--- src/rtl/washer_pkg.sv ---
// Shared types and constants for the wash/dryer cycle timer.
package washer_pkg;

   typedef enum logic [2:0] {
      ST_IDLE  = 3'd0,
      ST_FILL  = 3'd1,
      ST_WASH  = 3'd2,
      ST_RINSE = 3'd3,
      ST_SPIN  = 3'd4,
      ST_DRY   = 3'd5,
      ST_DONE  = 3'd6
   } phase_t;

   localparam logic [3:0] CREDIT_COLD = 4'd1;
   localparam logic [3:0] CREDIT_HOT  = 4'd2;

   localparam logic [7:0] FILL_S_DEF  = 8'd10;
   localparam logic [7:0] WASH_S_DEF  = 8'd30;
   localparam logic [7:0] RINSE_S_DEF = 8'd20;
   localparam logic [7:0] SPIN_S_DEF  = 8'd15;
   localparam logic [7:0] DRY_S_DEF   = 8'd60;

endpackage

--- src/rtl/wash_cycle_timer_if.sv ---
// Credit/switch inputs and display/actuator outputs of the cycle timer.
interface wash_cycle_timer_if;

   logic [3:0] credit;
   logic [5:0] SW;
   logic       bout;
   logic       busy;
   logic [2:0] phase;
   logic [7:0] secs_left;
   logic       valve;
   logic       motor;
   logic       heater;

   modport master (
      output credit, SW,
      input  bout, busy, phase, secs_left, valve, motor, heater
   );

   modport slave (
      input  credit, SW,
      output bout, busy, phase, secs_left, valve, motor, heater
   );

endinterface

--- src/rtl/sec_prescaler.sv ---
// Divides the system clock down to a one-cycle tick every TICK_DIV enabled cycles.
module sec_prescaler #(
   parameter int TICK_DIV = 100_000_000
) (
   input  logic CLK100MHZ,
   input  logic CPU_RESETN,
   input  logic clr,
   input  logic en,
   output logic tick
);

   localparam int CNT_W = (TICK_DIV > 1) ? $clog2(TICK_DIV) : 1;
   localparam logic [CNT_W-1:0] LAST = CNT_W'(TICK_DIV - 1);

   logic [CNT_W-1:0] count;

   assign tick = en && (count == LAST);

   always_ff @(posedge CLK100MHZ) begin
      if (!CPU_RESETN) begin
         count <= '0;
      end else if (clr) begin
         count <= '0;
      end else if (en) begin
         count <= tick ? '0 : count + 1'b1;
      end
   end

endmodule

--- src/rtl/wash_cycle_timer.sv ---
// Runs the paid wash or dryer program, counting phase time in seconds and
// pulsing bout to the credit block when the program completes.
module wash_cycle_timer
   import washer_pkg::*;
#(
   parameter int         TICK_DIV = 100_000_000,
   parameter logic [7:0] FILL_S   = FILL_S_DEF,
   parameter logic [7:0] WASH_S   = WASH_S_DEF,
   parameter logic [7:0] RINSE_S  = RINSE_S_DEF,
   parameter logic [7:0] SPIN_S   = SPIN_S_DEF,
   parameter logic [7:0] DRY_S    = DRY_S_DEF
) (
   input  logic               CLK100MHZ,
   input  logic               CPU_RESETN,
   wash_cycle_timer_if.slave  bus
);

   phase_t     state, state_next;
   logic [7:0] secs_left, secs_next;
   logic       hot, hot_next;
   logic       tick, last_tick, pause, running;
   logic       valve_d, motor_d, heater_d, bout_d;
   logic       valve_q, motor_q, heater_q, bout_q;

   function automatic logic [7:0] phase_secs(input phase_t s);
      case (s)
         ST_FILL:  return FILL_S;
         ST_WASH:  return WASH_S;
         ST_RINSE: return RINSE_S;
         ST_SPIN:  return SPIN_S;
         ST_DRY:   return DRY_S;
         default:  return 8'd0;
      endcase
   endfunction

   assign pause     = bus.SW[5];
   assign running   = state inside {ST_FILL, ST_WASH, ST_RINSE, ST_SPIN, ST_DRY};
   assign last_tick = tick && (secs_left == 8'd1);

   // Prescaler restarts from zero on every phase entry and idles outside running phases.
   sec_prescaler #(.TICK_DIV(TICK_DIV)) u_prescaler (
      .CLK100MHZ  (CLK100MHZ),
      .CPU_RESETN (CPU_RESETN),
      .clr        (!running || last_tick),
      .en         (running && !pause),
      .tick       (tick)
   );

   always_ff @(posedge CLK100MHZ) begin
      if (!CPU_RESETN) begin
         state     <= ST_IDLE;
         secs_left <= 8'd0;
         hot       <= 1'b0;
      end else begin
         state     <= state_next;
         secs_left <= secs_next;
         hot       <= hot_next;
      end
   end

   always_comb begin
      state_next = state;
      case (state)
         ST_IDLE: begin
            if (bus.SW[4]) begin
               if (bus.credit == CREDIT_HOT) state_next = ST_DRY;
            end else if ((|bus.SW[3:1]) &&
                         (bus.credit == CREDIT_COLD || bus.credit == CREDIT_HOT)) begin
               state_next = ST_FILL;
            end
         end
         ST_FILL:  if (last_tick) state_next = ST_WASH;
         ST_WASH:  if (last_tick) state_next = ST_RINSE;
         ST_RINSE: if (last_tick) state_next = ST_SPIN;
         ST_SPIN:  if (last_tick) state_next = ST_DONE;
         ST_DRY:   if (last_tick) state_next = ST_DONE;
         // Holding here until credit clears keeps a stale credit from restarting the program.
         ST_DONE:  if (bus.credit == 4'd0) state_next = ST_IDLE;
         default:  state_next = ST_IDLE;
      endcase

      hot_next = hot;
      if (state == ST_IDLE && state_next != ST_IDLE) hot_next = (bus.credit == CREDIT_HOT);

      secs_next = secs_left;
      if (state_next != state) begin
         secs_next = phase_secs(state_next);
      end else if (tick) begin
         secs_next = secs_left - 8'd1;
      end
   end

   always_comb begin
      bout_d   = (state != ST_DONE) && (state_next == ST_DONE);
      valve_d  = 1'b0;
      motor_d  = 1'b0;
      heater_d = 1'b0;
      if (!pause) begin
         valve_d  = state_next inside {ST_FILL, ST_RINSE};
         motor_d  = state_next inside {ST_WASH, ST_RINSE, ST_SPIN, ST_DRY};
         heater_d = ((state_next == ST_WASH) && hot_next) || (state_next == ST_DRY);
      end
   end

   always_ff @(posedge CLK100MHZ) begin
      if (!CPU_RESETN) begin
         bout_q   <= 1'b0;
         valve_q  <= 1'b0;
         motor_q  <= 1'b0;
         heater_q <= 1'b0;
      end else begin
         bout_q   <= bout_d;
         valve_q  <= valve_d;
         motor_q  <= motor_d;
         heater_q <= heater_d;
      end
   end

   assign bus.bout      = bout_q;
   assign bus.busy      = (state != ST_IDLE);
   assign bus.phase     = state;
   assign bus.secs_left = secs_left;
   assign bus.valve     = valve_q;
   assign bus.motor     = motor_q;
   assign bus.heater    = heater_q;

endmodule

--- src/flat_wrapper.sv ---
// flat-port wrapper written by rule: the top's interface ports become plain ports
module wash_cycle_timer_flat import washer_pkg::*;
#(
   parameter int         TICK_DIV = 100_000_000,
   parameter logic [7:0] FILL_S   = FILL_S_DEF,
   parameter logic [7:0] WASH_S   = WASH_S_DEF,
   parameter logic [7:0] RINSE_S  = RINSE_S_DEF,
   parameter logic [7:0] SPIN_S   = SPIN_S_DEF,
   parameter logic [7:0] DRY_S    = DRY_S_DEF
)
  (CLK100MHZ, CPU_RESETN, bus_credit, bus_SW, bus_bout, bus_busy, bus_phase, bus_secs_left, bus_valve, bus_motor, bus_heater);
  wash_cycle_timer_if bus_i ();
  input  logic CLK100MHZ;
  input  logic CPU_RESETN;
  input wire logic [$bits(bus_i.credit)-1:0] bus_credit;
  input wire logic [$bits(bus_i.SW)-1:0] bus_SW;
  output wire logic [$bits(bus_i.bout)-1:0] bus_bout;
  output wire logic [$bits(bus_i.busy)-1:0] bus_busy;
  output wire logic [$bits(bus_i.phase)-1:0] bus_phase;
  output wire logic [$bits(bus_i.secs_left)-1:0] bus_secs_left;
  output wire logic [$bits(bus_i.valve)-1:0] bus_valve;
  output wire logic [$bits(bus_i.motor)-1:0] bus_motor;
  output wire logic [$bits(bus_i.heater)-1:0] bus_heater;
  assign bus_i.credit = bus_credit;
  assign bus_i.SW = bus_SW;
  assign bus_bout = bus_i.bout;
  assign bus_busy = bus_i.busy;
  assign bus_phase = bus_i.phase;
  assign bus_secs_left = bus_i.secs_left;
  assign bus_valve = bus_i.valve;
  assign bus_motor = bus_i.motor;
  assign bus_heater = bus_i.heater;
  wash_cycle_timer #(.TICK_DIV(TICK_DIV), .FILL_S(FILL_S), .WASH_S(WASH_S), .RINSE_S(RINSE_S), .SPIN_S(SPIN_S), .DRY_S(DRY_S)) u_core (.CLK100MHZ(CLK100MHZ), .CPU_RESETN(CPU_RESETN), .bus(bus_i));
endmodule
--- config.mk ---
export PLATFORM = sky130hd
export DESIGN_NAME = wash_cycle_timer_flat
export DESIGN_NICKNAME = d
export VERILOG_FILES = /design/src/rtl/washer_pkg.sv /design/src/rtl/wash_cycle_timer_if.sv /design/src/rtl/sec_prescaler.sv /design/src/rtl/wash_cycle_timer.sv /design/src/flat_wrapper.sv
export SDC_FILE = /design/constraint.sdc
export NUM_CORES = 1
export LEC_CHECK = 0
export CAP_MARGIN = 30
export CORE_MARGIN = 2
export CORE_UTILIZATION = 60
export CTS_CLUSTER_DIAMETER = 200
export CTS_CLUSTER_SIZE = 30
export DETAILED_ROUTE_END_ITERATION = 8
export DONT_BUFFER_PORTS = 1
export PLACE_DENSITY = 0.88
export SYNTH_ARGS = -nofsm -noshare
export SYNTH_HDL_FRONTEND = slang
export SYNTH_SLANG_ARGS = --single-unit
--- constraint.sdc ---
create_clock -name CLK100MHZ -period 3.2 [get_ports CLK100MHZ]
set_input_delay 0.64 -clock CLK100MHZ [delete_from_list [all_inputs] [get_ports CLK100MHZ]]
set_output_delay 0.64 -clock CLK100MHZ [all_outputs]
set_load 0.01 [all_outputs]
# After elaboration in Yosys (flattened, before gate mapping)

Cells that the tools add are included.
Widths: inputs -> output; s select.

Register bits: 43
Bits of input ports: 12
Output and inout port bits: 16
Logic and storage cells: 67

$add $sub $neg: 2
Eq/ne operators: 18
Mux-type cells: 14
Bitwise gates (word level): 1
Reduce and logical (&&, ||, !) cells: 24

Operators with widths:

| kind                  | count |
|---|---|
| $pmux 6 s5            | 1 |
| $add 27x1->27 const B | 1 |
| $eq 27x27->1 const B  | 1 |
| $mux 27               | 1 |
| $mux 3                | 8 |
| $eq 3x3->1 const B    | 6 |
| $pmux 3 s6            | 1 |
| $mux 8                | 2 |
| $eq 3x2->1 const B    | 4 |
| $eq 8x1->1 const B    | 1 |
| $sub 8x1->8 const B   | 1 |
| $logic_and 1x1->1     | 7 |
| $eq 3x1->1 const B    | 2 |
| $reduce_bool 3->1     | 2 |
| $reduce_or 2->1       | 3 |
| $reduce_bool 5->1     | 1 |
| $eq 4x1->1 const B    | 1 |
| $eq 4x2->1 const B    | 1 |
| $logic_not 4->1       | 1 |
| $reduce_bool 2->1     | 2 |
| $reduce_bool 4->1     | 1 |
| $logic_not 3->1       | 1 |
| $logic_or 1x1->1      | 3 |
| $ne 3x3->1            | 1 |
| other kinds (5)       | 6 |

# Longest topological paths before layout

Gate-level depths: netlist of run 1.

Depth after elaboration: 12
Depth in mapped cells: 11
Depth with buffers taken out: 9

# Cells and area by module

From an unflattened synthesis of run 1, not the netlist that was laid out.

Cells, all modules: 275
Area, all modules: 2408.6 µm²

By module, submodules not included:

| module           | instances | cells each | area each (µm²) | seq. area each (µm²) |
|---|---|---|---|---|
| sec_prescaler    | 1         | 156        | 1433.9          | 540.5 |
| wash_cycle_timer | 1         | 119        | 974.7           | 320.3 |

# Least setup slack after synthesis of run 1

Ideal clock, no wire load.

Kind: register to register
Start: reg u_core.secs_left[0], in the netlist u_core.bus.secs_left[0]
End: reg u_core.secs_left[4], in the netlist u_core.bus.secs_left[4]
Library setup time: 0.073 ns
Arrival time: 2.441 ns
Data required time: 3.127 ns
Slack: 0.686 ns
Cell stages (with the launch flop): 9
Path buffers: 0
Period minus slack after synthesis: 2.514 ns
Cell sequence: dfxtp_1 -> ha_1 -> or3b_2 -> or2_4 -> nor4_4 -> mux2_2 -> and3_1 -> or3_1 -> a21oi_1

Longest elaborated chain between the ends: 7
Elaborated cells on any way between the ends: 18
Those cells by class: 1 x add/sub; 7 x eq/ne; 8 x mux; 2 x reduce/logical

RTL lines:

| item                                     | RTL line               | text |
|---|---|---|
| start, declared                          | wash_cycle_timer.sv:19 | `logic [7:0] secs_left, secs_next;` |
| start signal, assigned                   | wash_cycle_timer.sv:56 | `secs_left <= secs_next;` |
| $eq 8x1->1                               | wash_cycle_timer.sv:38 | `assign last_tick = tick && (secs_left == 8'd1);` |
| $logic_and 1x1->1                        | wash_cycle_timer.sv:38 |  |
| $mux 3, on equally long branches         | n/a                    |  |
| $pmux 3 s6                               | wash_cycle_timer.sv:63 | `case (state)` |
| $eq 3x3->1, or another cell as far along | wash_cycle_timer.sv:26 | `case (s)` |
| $pmux 6 s5                               | wash_cycle_timer.sv:26 |  |
| $mux 8                                   | wash_cycle_timer.sv:86 | `if (state_next != state) begin` |

Several ways; a longest one is shown, not always the timed one. The select of a mux whose other input is x is not followed.
A chain may end at the register's enable or synchronous reset.

# Worst setup path after layout of run 1

Same ends and word-level chain as after synthesis.

==> qor.yml, run 1 <==
status:
  outcome: "finished clean"
cts:
  cts_buffers: 5
  path_clk_slew_ns: 0.08
  cts_root_buffer: "clkbuf_8"
  tritoncts: "done"
  clockBufferDepth: 2
  insertion_delay_ns: 0.29
  cts_setup_buffers: 0
  post_cts_resized: 0
  clock_sinks: 43
  hold_buffers: 0
  cts_max_level: 2
critical_path:
  cp-end-kind: "register"
  r2r_setup_slack_ns: 0.45
  start_kind: "register"
  worstSetupPathType: "register to register"
  slowest_delay_ns: 0.48
  path_buf_inv: 0
  r2r_start: "u_core.bus.secs_left[0]"
  critPathSlowestCell: "or3b_2"
  cp_data_arrival_time_ns: 2.98
  r2r_cells: 8
  crit_fanout: 5
  cp.required_ns: 3.43
  startpoint: "u_core.bus.secs_left[0]"
  r2r_end: "u_core.bus.secs_left[4]"
  cpLargestDelayFamily: "simple AND/OR/NAND/NOR gates"
  cp_cell_sequence: "ha_1 -> or3b_2 -> or2_4 -> nor4_4 -> mux2_2 -> and3_1 -> or3_1 -> a21oi_1"
yosys:
  yosysTopAreaCell: "dfxtp_1"
  syn_area_per_cell_sq_um: 8.36
  syn-cell-area_sq_mm: 0.00228
  synth_common_cells: "nor2_1, dfxtp_1, nand2_1"
  synth_cell_types: 48
  ys_ff_latch: 43
  async_flop_share: 0
  yosys-top-cells-area: "dfxtp_1, nor2_1, xor2_1"
  synth_nets: 288
  ys_warn_count: 0
  syn_inst: 273
  synth_top_area_frac: 0.377
  ys_seq_area_frac: 0.377
  synth_edf_count: 0
  synthFlopType: "dfxtp_1"
  synth.most_common_cell: "nor2_1"
timing:
  fin_crit_sh: 0.860
  slew_violations: 0
  rsz0062_at_grt: "no"
  relSlewSlack: 0.657
  hold_viol: 0
  finalCriticalPeriod_ns: 2.75
  finalSetupViolCount: 0
  skew_ns: 0.00773
  worst_pin_slew_ns: 0.501
  tns_ns: 0
  fmax_ghz: 0.363
floorplanning:
  die_x_microns: 65.7
  fp-row-count: 22
  die_area_sq_mm: 0.00431
  fp.dieH_microns: 65.7
  pin_count: 28
  fp.coreArea_sq_mm: 0.00366
  start_util: 0.623
global_routing:
  track_usage: 0.225
  overflow: 0
  grt_max_degree: 27
  grt_pass1_wl_microns: 7550
  antenna_found_initial: 0
  grt_pass1_vias: 1707
drt:
  wl_met3_microns: 220
  drc_errors: 0
  dr.pass1.iters: 5
  vias: 1878
  drtIter0Drc: 114
  via_per_inst: 5.81
  ant_nets: 0
  drt-total-wl_microns: 4470
  highest_layer: "met4"
  wl_met2_microns: 2010
  wl_per_cell_microns: 13.8
  wirelength_met1_microns: 2180
placed_design:
  place_hpwl_microns: 3210
  io_buffers: 0
  place_congestion: 0.799
power:
  ir_worst_vdd_mv: 0.228
  cellPowerDensity_mw_per_mm2: 407
  power.leakage_nw: 0.802
  total_power_w: 0.000983
worst_hold_path:
  hp-class: "input pin to register"
  hold_path_startpoint: "CPU_RESETN"
  hold_path_end: "u_core.bus.phase[1]"
  hold_depth: 1
job:
  maxCapViolCount: 0
layout:
  diodes: 0
  area_growth_pct: 5.87
  utilization: 0.660
  fin_nets: 290
  final_layout_size_suffix_gt1_frac: 0.0836
-- cell type report --
type,instances,area (sq um)
clock inverter,1,5.00
fill,305,1250
inverter,6,22.5
multi-input combinational,215,1350
clock buffer,6,82.6
timing repair buffer,4,30.0
sequential,43,861
tap,48,60.1
-- worst max path at each step --
stage                               to  slack, ns  cells past startpoint
2_1_floorplan  u_core.bus.secs_left[4]       0.69                      8
3_3_place_gp   u_core.bus.secs_left[4]       0.53                      8
3_5_place_dp   u_core.bus.secs_left[4]       0.49                      8
4_1_cts        u_core.bus.secs_left[4]       0.46                      8
5_1_grt        u_core.bus.secs_left[4]       0.31                      8
6_report       u_core.bus.secs_left[4]       0.45                      8
-- where the power goes --
part            total, W  internal (W)  switching (W)
registers       0.000552      0.000541      0.0000104
logic          0.0000856     0.0000309      0.0000547
clock network   0.000346      0.000169       0.000177
total           0.000983      0.000741       0.000242
-- through the flow --
stage	setup slack, ns	cells	hold slack (ns)	area (sq um)
after global placement	0.529	316	0.482	2330
after floorplan	0.686	273	0.456	2280
after detailed placement	0.492	316	0.494	2330
after CTS	0.463	323	0.454	2410
final	0.448	323	0.462	2410
after global routing	0.312	323	0.454	2410
-- per-layer routing --
metal  up-vias  global-route usage
met3         5              0.0582
met5         -                   0
met2        39               0.331
met4         0              0.0859
li1        969                   -
met1       865               0.316
-- logic make-up (layout without fill, tap and decap cells) --
family,count (synthesis),in the layout,synth area share
adders and majority gates,3,3,0.0165
DFF,43,43,0.377
buffers and inverters,15,17,0.0291
xor gates and xnor gates,29,29,0.111
and+or+nand+nor,145,145,0.351
muxes,3,3,0.0137
AOI/OAI and AO/OA,35,35,0.101
-- sequential cells by signal, indices dropped and copies added (netlist names) --
signal	cells
u_core.bus.phase	3
u_core.bus.valve	1
u_core.bus.heater	1
u_core.hot	1
u_core.bus.bout	1
u_core.bus.secs_left	8
u_core.u_prescaler.count	27
u_core.bus.motor	1
-- layout by cell type, fill, tap and decap left out, types with 2 or more instances in the layout --
| cell | netlist | routed |
|---|---|---|
| and2_1 | 5 | 5 |
| nor4_1 | 5 | 5 |
| nand3_1 | 11 | 11 |
| xnor2_1 | 13 | 13 |
| a2111oi_0 | 2 | 2 |
| nor4b_1 | 2 | 2 |
| nor4bb_1 | 2 | 2 |
| dfxtp_1 | 43 | 43 |
| buf_4 | 0 | 4 |
| clkbuf_8 | 0 | 6 |
| and4_1 | 7 | 7 |
| or3b_2 | 2 | 2 |
| o21ai_0 | 8 | 8 |
| nand4_1 | 12 | 12 |
| mux2i_1 | 2 | 2 |
| inv_1 | 5 | 5 |
| a21oi_1 | 14 | 14 |
| ha_1 | 3 | 3 |
| nor4_4 | 2 | 2 |
| nand2b_1 | 4 | 4 |
| nor3_1 | 8 | 8 |
| xor2_1 | 16 | 16 |
| and3_1 | 6 | 6 |
| nor2_1 | 44 | 44 |
| or3_1 | 4 | 4 |
| nand2_1 | 23 | 23 |
Note: power is estimated with default switching activity, not from simulation.
==> run 2: changes to the inputs <==
--- a/config.mk
+++ b/config.mk
@@ -8,11 +8,10 @@
 export CAP_MARGIN = 30
 export CORE_MARGIN = 2
 export CORE_UTILIZATION = 60
-export CTS_CLUSTER_DIAMETER = 200
 export CTS_CLUSTER_SIZE = 30
 export DETAILED_ROUTE_END_ITERATION = 8
 export DONT_BUFFER_PORTS = 1
-export PLACE_DENSITY = 0.88
+export PLACE_DENSITY = 0.73
 export SYNTH_ARGS = -nofsm -noshare
 export SYNTH_HDL_FRONTEND = slang
 export SYNTH_SLANG_ARGS = --single-unit
==> qor.yml, run 2 (synthesis results as in run 1) <==
status:
  outcome: "finished clean"
timing:
  finalSetupViolCount: 0
  slew_violations: 0
  worst_slack_ns: 0.457
  rsz0062_at_grt: "no"
  fin_crit_sh: 0.857
  fmax_ghz: 0.365
  worst_pin_slew_ns: 0.516
  hold_viol: 0
  relSlewSlack: 0.647
  tns_ns: 0
  finalCriticalPeriod_ns: 2.74
  skew_ns: 0.00777
drt:
  dr.pass1.iters: 4
  wl_per_cell_microns: 14.0
  drtIter0Drc: 173
  drc_errors: 0
  vias: 1919
  ant_nets: 0
  via_per_inst: 5.94
  drt-total-wl_microns: 4510
critical_path:
  cp_data_arrival_time_ns: 2.97
  cp.required_ns: 3.43
  cp-end-kind: "register"
  crit_fanout: 5
  worstSetupPathType: "register to register"
  start_kind: "register"
layout:
  regArea_sq_um: 861
  regMostFlops: "u_core.u_prescaler.count"
  fin_nets: 290
  largest_reg_flops: 27
  final_layout_size_suffix_gt1_frac: 0.0836
  diodes: 0
  area_growth_pct: 5.87
  final_cell_mix: "nor2_1, dfxtp_1, nand2_1"
  final_common_cell: "nor2_1"
  num-fill-cells: 322
  multi_input_area_sq_mm: 0.00135
placed_design:
  place_congestion: 0.804
  io_buffers: 0
  place_hpwl_microns: 3260
  pre_cts_slack_ns: 0.478
floorplanning:
  fp.coreArea_sq_mm: 0.00366
  fp.dieH_microns: 65.7
  die_x_microns: 65.7
  die_area_sq_mm: 0.00431
  pin_count: 28
  fp-row-count: 22
  start_util: 0.623
cts:
  clockBufferDepth: 2
  hold_buffers: 0
  insertion_delay_ns: 0.30
  post_cts_resized: 0
  cts_setup_buffers: 0
  clock_sinks: 43
  cts_buffers: 5
  cts_root_buffer: "clkbuf_8"
  cts_max_level: 2
  tritoncts: "done"
  path_clk_slew_ns: 0.08
power:
  power.leakage_nw: 0.802
  ir_worst_vdd_mv: 0.308
  cellPowerDensity_mw_per_mm2: 409
global_routing:
  grt_max_degree: 27
  antenna_found_initial: 0
  track_usage: 0.231
  grt_pass1_vias: 1744
  grt_pass1_wl_microns: 7800
  overflow: 0
job:
  maxCapViolCount: 0
worst_hold_path:
  hp-class: "input pin to register"
## run 2: cell counts in the layout (fill, tap and decap cells not counted)
No cell type changed its count.
## run 2: final cells by class
| cell class | count | share of cell area |
|---|---|---|
| Clock buffer | 6 | 0.0342 |
| Clock inverter | 1 | 0.00207 |
| Inverter | 6 | 0.00933 |
| Multi-Input combinational cell | 215 | 0.561 |
| Sequential cell | 43 | 0.356 |
| Tap cell | 48 | 0.0249 |
| Timing Repair Buffer | 4 | 0.0124 |
## run 2: per-layer routing
metal | routed length (microns) | up-vias | track usage
met1 | 2250 | 891 | 0.315
met5 | 0 | - | 0
met4 | 70 | 0 | 0.0911
met3 | 284 | 6 | 0.0616
li1 | - | 974 | -
met2 | 1900 | 48 | 0.345
## run 2: per-stage QoR
step	hold WS (ns)	total power, W	util	cells	area (sq um)
after floorplan	0.456	0.000630	-	273	2280
after detailed placement	0.494	0.000648	0.636	316	2330
final	0.464	0.000987	0.660	323	2410
after global placement	0.483	0.000648	0.636	316	2330
after global routing	0.471	0.00103	0.660	323	2410
after CTS	0.459	0.000991	0.660	323	2410
## run 2: path summary, 6_finish.rpt
kind,start,to,slack (ns),cells past startpoint
setup reg to reg,u_core.bus.secs_left[0],u_core.bus.secs_left[4],0.46,8
setup / recovery,u_core.bus.secs_left[0],u_core.bus.secs_left[4],0.46,8
hold / removal,CPU_RESETN,u_core.bus.phase[1],0.46,1
hold reg to reg,u_core.hot,u_core.hot,0.51,2
## run 2: critical path, stage by stage, from the launching register on
cell and delay (ns):
dfxtp_1 0.46, ha_1 0.18, or3b_2 0.49, or2_4 0.28
nor4_4 0.23, mux2_2 0.39, and3_1 0.19, or3_1 0.32
a21oi_1 0.14
## run 2: where the power goes
| group | internal [W] | switching, W | leakage (nW) | total, W |
|---|---|---|---|---|
| logic | 0.0000309 | 0.0000539 | 0.408 | 0.0000849 |
| clock network | 0.000169 | 0.000181 | 0.0470 | 0.000350 |
| registers | 0.000541 | 0.0000103 | 0.347 | 0.000551 |
| total | 0.000741 | 0.000245 | 0.802 | 0.000987 |
